$ cat config.mk
export PLATFORM = sky130hd
export DESIGN_NAME = mux4way_rr_flat
export DESIGN_NICKNAME = d
export VERILOG_FILES = /design/src/rtl/mux4way_rr_pkg.sv /design/src/rtl/mux4way_rr_if.sv /design/src/rtl/mux4way_rr_arbiter.sv /design/src/rtl/mux4way_rr.sv /design/src/flat_wrapper.sv
export SDC_FILE = /design/constraint.sdc
export NUM_CORES = 1
export LEC_CHECK = 0
export CORE_AREA = 2 2 55 57
export DETAILED_ROUTE_END_ITERATION = 16
export DIE_AREA = 0 0 57 59
export PLACE_DENSITY = 0.73
export SLEW_MARGIN = 20
export SYNTH_ARGS = -nofsm -noshare
export SYNTH_HDL_FRONTEND = slang
export SYNTH_SLANG_ARGS = --single-unit
$ cat constraint.sdc
create_clock -name clk -period 1.6 [get_ports clk]
set_input_delay 0.32 -clock clk [delete_from_list [all_inputs] [get_ports clk]]
set_output_delay 0.32 -clock clk [all_outputs]
set_load 0.005 [all_outputs]
$ cat src/rtl/mux4way_rr_pkg.sv
// Shared types and helpers for the 4-way round-robin gathering mux.
// sel_t names both the source tag on the output and the arbiter's last-grant pointer.
package mux4_pkg;

   localparam int NUM_SRC = 4;

   typedef logic [1:0] sel_t;

   // Relies on the 2-bit width so that 3 wraps back to 0.
   function automatic sel_t next_sel(sel_t cur);
      return cur + sel_t'(1);
   endfunction

endpackage

$ cat src/rtl/mux4way_rr_if.sv
// Bundle of the four source streams and the merged output stream.
// The slave modport is the mux itself; the master modport is its surroundings.
interface mux4way_rr_if #(
   parameter int WIDTH = 8
);

   logic [WIDTH-1:0] IN1, IN2, IN3, IN4;
   logic             v1, v2, v3, v4;
   logic             r1, r2, r3, r4;
   logic [WIDTH-1:0] OUT;
   logic [1:0]       s;
   logic             out_valid;
   logic             out_ready;

   modport slave (
      input  IN1, IN2, IN3, IN4,
      input  v1, v2, v3, v4,
      output r1, r2, r3, r4,
      output OUT, s, out_valid,
      input  out_ready
   );

   modport master (
      output IN1, IN2, IN3, IN4,
      output v1, v2, v3, v4,
      input  r1, r2, r3, r4,
      input  OUT, s, out_valid,
      output out_ready
   );

endinterface

$ cat src/rtl/mux4way_rr_arbiter.sv
// Four-requester round-robin arbiter; owns the last-grant pointer.
// The grant is combinational and is forced to zero while rst is high.
module rr_arbiter4
   import mux4_pkg::*;
(
   input  logic               clk,
   input  logic               rst,
   input  logic [NUM_SRC-1:0] req,
   input  logic               en,
   output logic [NUM_SRC-1:0] gnt,
   output sel_t               gnt_idx
);

   sel_t last_q, last_d;
   sel_t cand;
   logic found;

   // Walk the requesters starting just after the last winner.
   always_comb begin
      // NOTE: every variable gets a default first so no path leaves it unassigned (no latch).
      found   = 1'b0;
      cand    = next_sel(last_q);
      gnt_idx = next_sel(last_q);
      for (int i = 0; i < NUM_SRC; i++) begin
         if (!found && req[cand]) begin
            found   = 1'b1;
            gnt_idx = cand;
         end
         cand = next_sel(cand);
      end
   end

   always_comb begin
      gnt = '0;
      if (found && en && !rst) begin
         gnt[gnt_idx] = 1'b1;
      end
   end

   // The pointer moves only when a grant is actually issued.
   always_comb begin
      last_d = last_q;
      if (|gnt) begin
         last_d = gnt_idx;
      end
   end

   always_ff @(posedge clk) begin
      // NOTE: state uses non-blocking assignments so every flop sees pre-edge values.
      if (rst) begin
         last_q <= sel_t'(NUM_SRC - 1);
      end else begin
         last_q <= last_d;
      end
   end

endmodule

$ cat src/rtl/mux4way_rr.sv
// Merges four valid/ready source streams into one registered output stream,
// tagging each word with the index of the source it came from.
module mux4way_rr
   import mux4_pkg::*;
#(
   parameter int WIDTH = 8
) (
   input logic            clk,
   input logic            rst,
   mux4way_rr_if.slave    bus
);

   logic [NUM_SRC-1:0] req;
   logic [NUM_SRC-1:0] gnt;
   sel_t               gnt_idx;
   logic               load;

   logic [WIDTH-1:0]   data_sel;
   logic [WIDTH-1:0]   out_q, out_d;
   sel_t               s_q, s_d;
   logic               valid_q, valid_d;

   assign req  = {bus.v4, bus.v3, bus.v2, bus.v1};

   // The holding register may refill in the same cycle it drains.
   assign load = !valid_q || bus.out_ready;

   rr_arbiter4 u_arb (
      .clk     (clk),
      .rst     (rst),
      .req     (req),
      .en      (load),
      .gnt     (gnt),
      .gnt_idx (gnt_idx)
   );

   always_comb begin
      data_sel = bus.IN1;
      unique case (gnt_idx)
         2'd0: data_sel = bus.IN1;
         2'd1: data_sel = bus.IN2;
         2'd2: data_sel = bus.IN3;
         2'd3: data_sel = bus.IN4;
         default: data_sel = bus.IN1;
      endcase
   end

   always_comb begin
      out_d   = out_q;
      s_d     = s_q;
      valid_d = valid_q;
      if (|gnt) begin
         out_d   = data_sel;
         s_d     = gnt_idx;
         valid_d = 1'b1;
      end else if (valid_q && bus.out_ready) begin
         // Drained with nothing to replace it: data and tag keep their last value.
         valid_d = 1'b0;
      end
   end

   always_ff @(posedge clk) begin
      if (rst) begin
         out_q   <= '0;
         s_q     <= '0;
         valid_q <= 1'b0;
      end else begin
         out_q   <= out_d;
         s_q     <= s_d;
         valid_q <= valid_d;
      end
   end

   assign bus.r1        = gnt[0];
   assign bus.r2        = gnt[1];
   assign bus.r3        = gnt[2];
   assign bus.r4        = gnt[3];
   assign bus.OUT       = out_q;
   assign bus.s         = s_q;
   assign bus.out_valid = valid_q;

endmodule

$ cat src/flat_wrapper.sv
// flat-port wrapper written by rule: the top's interface ports become plain ports
module mux4way_rr_flat import mux4_pkg::*;
#(
   parameter int WIDTH = 8
)
  (clk, rst, bus_IN1, bus_IN2, bus_IN3, bus_IN4, bus_v1, bus_v2, bus_v3, bus_v4, bus_r1, bus_r2, bus_r3, bus_r4, bus_OUT, bus_s, bus_out_valid, bus_out_ready);
  mux4way_rr_if #(.WIDTH(WIDTH)) bus_i ();
  input logic clk;
  input logic rst;
  input wire logic [$bits(bus_i.IN1)-1:0] bus_IN1;
  input wire logic [$bits(bus_i.IN2)-1:0] bus_IN2;
  input wire logic [$bits(bus_i.IN3)-1:0] bus_IN3;
  input wire logic [$bits(bus_i.IN4)-1:0] bus_IN4;
  input wire logic [$bits(bus_i.v1)-1:0] bus_v1;
  input wire logic [$bits(bus_i.v2)-1:0] bus_v2;
  input wire logic [$bits(bus_i.v3)-1:0] bus_v3;
  input wire logic [$bits(bus_i.v4)-1:0] bus_v4;
  output wire logic [$bits(bus_i.r1)-1:0] bus_r1;
  output wire logic [$bits(bus_i.r2)-1:0] bus_r2;
  output wire logic [$bits(bus_i.r3)-1:0] bus_r3;
  output wire logic [$bits(bus_i.r4)-1:0] bus_r4;
  output wire logic [$bits(bus_i.OUT)-1:0] bus_OUT;
  output wire logic [$bits(bus_i.s)-1:0] bus_s;
  output wire logic [$bits(bus_i.out_valid)-1:0] bus_out_valid;
  input wire logic [$bits(bus_i.out_ready)-1:0] bus_out_ready;
  assign bus_i.IN1 = bus_IN1;
  assign bus_i.IN2 = bus_IN2;
  assign bus_i.IN3 = bus_IN3;
  assign bus_i.IN4 = bus_IN4;
  assign bus_i.v1 = bus_v1;
  assign bus_i.v2 = bus_v2;
  assign bus_i.v3 = bus_v3;
  assign bus_i.v4 = bus_v4;
  assign bus_r1 = bus_i.r1;
  assign bus_r2 = bus_i.r2;
  assign bus_r3 = bus_i.r3;
  assign bus_r4 = bus_i.r4;
  assign bus_OUT = bus_i.OUT;
  assign bus_s = bus_i.s;
  assign bus_out_valid = bus_i.out_valid;
  assign bus_i.out_ready = bus_out_ready;
  mux4way_rr #(.WIDTH(WIDTH)) u_core (.clk(clk), .rst(rst), .bus(bus_i));
endmodule
==> results.md <==
* Yosys warns at 0
* Register bit total from synthesis at 13
* Placed insts at 176
* Worst hold margin at 0.4568 ns
* Final setup margin at -0.2067 ns
* Peak supply drop at 0.5006 mV
* Detailed-placement wirelength estimate at 1.805 mm
* Design Area, Final at 0.001679 sq mm
* All-Layer GR Usage at 15.75%
* Distinct cells, synth at 28
* Startpoint Class: flip-flop
* Endpoint, Worst Hold: u_core.bus.s[1]
* Total power after layout at 1.379 mW
* Via count at 950
* Synth top cells by count: dfxtp_1, a221o_1, nor2_1, nor3b_1
* Failing checks: setup timing
* Crit path time final at 1.807 ns
* Final core occ at 61.96%
* Worst-Margin Slew at 0.3957 ns
* Final wirelength at 2.660 mm
* Data arrival, critical path at about 1.5 ns
* Total of max-cap violations at 0
* Number of synthesized flops with an enable pin at 0
* Reg2reg end: u_core.bus.OUT[5]
* Area leader, netlist: dfxtp_1
* Core box area at 0.002710 sq mm
* IO buf count at 53
* Placer congestion estimate at 0.8220
* Post-synth net total at 128
* Crit end category: output port
* Initial antenna violation count at 0
* Initial Utilization at 31.53%
* Vias per cell at a little over 5
* Share of layout cells above drive strength 1 at 41.40%
* Mean Syn Cell Area at 9.602 sq um
* Detail Route Antenna Nets at 0
* Launch point of the worst reg-to-reg path: u_core.u_arb.last_q[1]
* Die area at between 0.003 and 0.004 sq mm
* Max Clock Freq at 553.5 MHz
* Total negative slack at -1.990 ns
* Num Clock Sinks at 13
* Place WS at -0.8876 ns
* Worst endpoint required time at 1.28 ns
* # IOs at 54
* DRT iter0 DRCs at 58
* CTS buffer count at 3
* Crit path max fanout at 6
* Power per cell area at 821.4 mW/mm^2
* Top cells by area in the synthesized netlist: dfxtp_1, mux2_4, a221o_1
* DRC viols at 0
* Share of the synthesized area in the top cell type at 30.45%
* CP Class: flip-flop to output port
* Ant. Diodes at 0
* Total gr overflow at 0
* Placed instance area at ~0.0015 sq mm
* Cell area after synthesis at around 850 sq um
* Total iterations of the first detailed-routing run at 4
* Root buf cell: clkbuf_4
* Num rows at 19
* Final Hold Fails at 0
* R2R Setup Slk at -0.19 ns
* CTS Hold Bufs at 0
* Max Clock Skew at 0.004593 ns
* Max clock buf depth at 2
* Hold path cells at 2
* H-tree depth at 1
* Number of global-route vias before repair at 1030
* Die width at 57 um
* Setup violators final at 12
* Die height at 59 um
* Worst-path clk slew at 0.08 ns
* Hold_sp: u_core.bus.s[1]
* Outcome: finished with violations
* R2r worst-path depth at 7
* Final critical-path share of the clock period at 112.9%
* Pins Over Slew Limit at 0
* Cells after Synth at 89
* Top FF cell, synth: dfxtp_1
* Finished Layout Cells at 188
* Wire per inst at 14.15 um
* Asr flop ratio synth at 0%
* Hold crit path type: flip-flop to flip-flop
* Layout area overhead at 96.49%
* Leakage at 0.6897 nW
* RSZ-0062 raised after global routing: true
* Largest net degree at the start of global routing at 18
* Layout Nets at 197
* CTS tree: built
* Top-count cell post-synth: dfxtp_1
* First-pass GRT wire length at 4.188 mm
* Sequential fraction of the synthesis area at a little under a third
* Slew HR at 73.40%
* Clock Latency Late Sink at 0.27 ns
==> registers in the layout (all words and copies together), names as in the netlist <==
| signal | flops |
|---|---|
| u_core.bus.OUT | 8 |
| u_core.bus.s | 2 |
| u_core.bus.out_valid | 1 |
| u_core.u_arb.last_q | 2 |
==> final cells by class <==
| class | instances | area (sq um) |
|---|---|---|
| Fill cell | 239 | 1031 |
| Sequential cell | 13 | 267.8 |
| Inverter | 2 | 7.507 |
| Clock buffer | 4 | 26.28 |
| Timing Repair Buffer | 70 | 678.2 |
| Tap cell | 31 | 38.79 |
| Multi-Input combinational cell | 68 | 660.6 |
==> where the power goes <==
part,internal (mW),leakage [nW],switching (mW)
registers,0.385,0.109,0.0394
clock network,0.0963,0.0150,0.102
logic,0.496,0.566,0.261
total,0.977,0.690,0.402
==> critical path: stages (launching register included) <==
cell	delay, ns
dfxtp_4	0.39
nand2b_4	0.14
a21oi_4	0.06
a211o_1	0.26
buf_6	0.13
nor3_4	0.10
buf_2	0.13
==> metal layers <==
metal  vias up  global-route usage [%]  routed length, um
met5         -                       0                  0
met4         0                   7.973                 43
met3         6                   6.550                311
met2        45                   27.09               1281
met1       427                   16.60               1024
li1        472                       -                  -
==> repair_timing <==
action / CTS / global route
pin swaps: 8 / 1
setup buffers: 7 / 0
gates cloned: 0 / 1
resized for setup: 62 / 1
endpoints found under the setup margin: 16 / 14
==> cell families (layout without fill, tap and decap cells) <==
| kind of cell | count (synthesis) | in the layout | synth area share (%) |
|---|---|---|---|
| mux | 16 | 16 | 24.16 |
| buf+inv | 8 | 76 | 5.417 |
| flops | 13 | 13 | 30.45 |
| simple gates | 34 | 34 | 22.11 |
| compound gates | 17 | 17 | 16.84 |
| xor+xnor | 1 | 1 | 1.025 |
==> placed cells by master (no fill, tap or decap), types with 2 or more instances in the layout <==
cell type / synthesis / layout
a221o_1: 8 / 8
dfxtp_4: 0 / 2
buf_12: 0 / 2
nor2b_2: 0 / 2
mux2_4: 7 / 15
dlygate4sd2_1: 0 / 2
nor3b_1: 8 / 8
nor2_1: 8 / 7
buf_2: 1 / 6
nor3_1: 6 / 3
nor2_2: 2 / 3
dfxtp_1: 13 / 11
buf_6: 1 / 2
clkdlybuf4s15_2: 0 / 2
nor3_2: 0 / 2
clkbuf_4: 0 / 3
buf_4: 2 / 12
clkdlybuf4s50_1: 0 / 43
==> worst max path at each step <==
stage                                       from  cells after the start  slack [ns]                 to
after global routing      u_core.u_arb.last_q[1]                      6       -0.29             bus_r1
after detailed placement                  bus_v4                      6       -0.89             bus_r2
after floorplan           u_core.u_arb.last_q[1]                      7       -0.05  u_core.bus.OUT[0]
final                     u_core.u_arb.last_q[0]                      6       -0.21             bus_r1
after global placement                    bus_v4                      6       -0.80             bus_r2
after CTS                 u_core.u_arb.last_q[0]                      6       -0.19             bus_r1
Note: power is estimated with default switching activity, not from simulation.
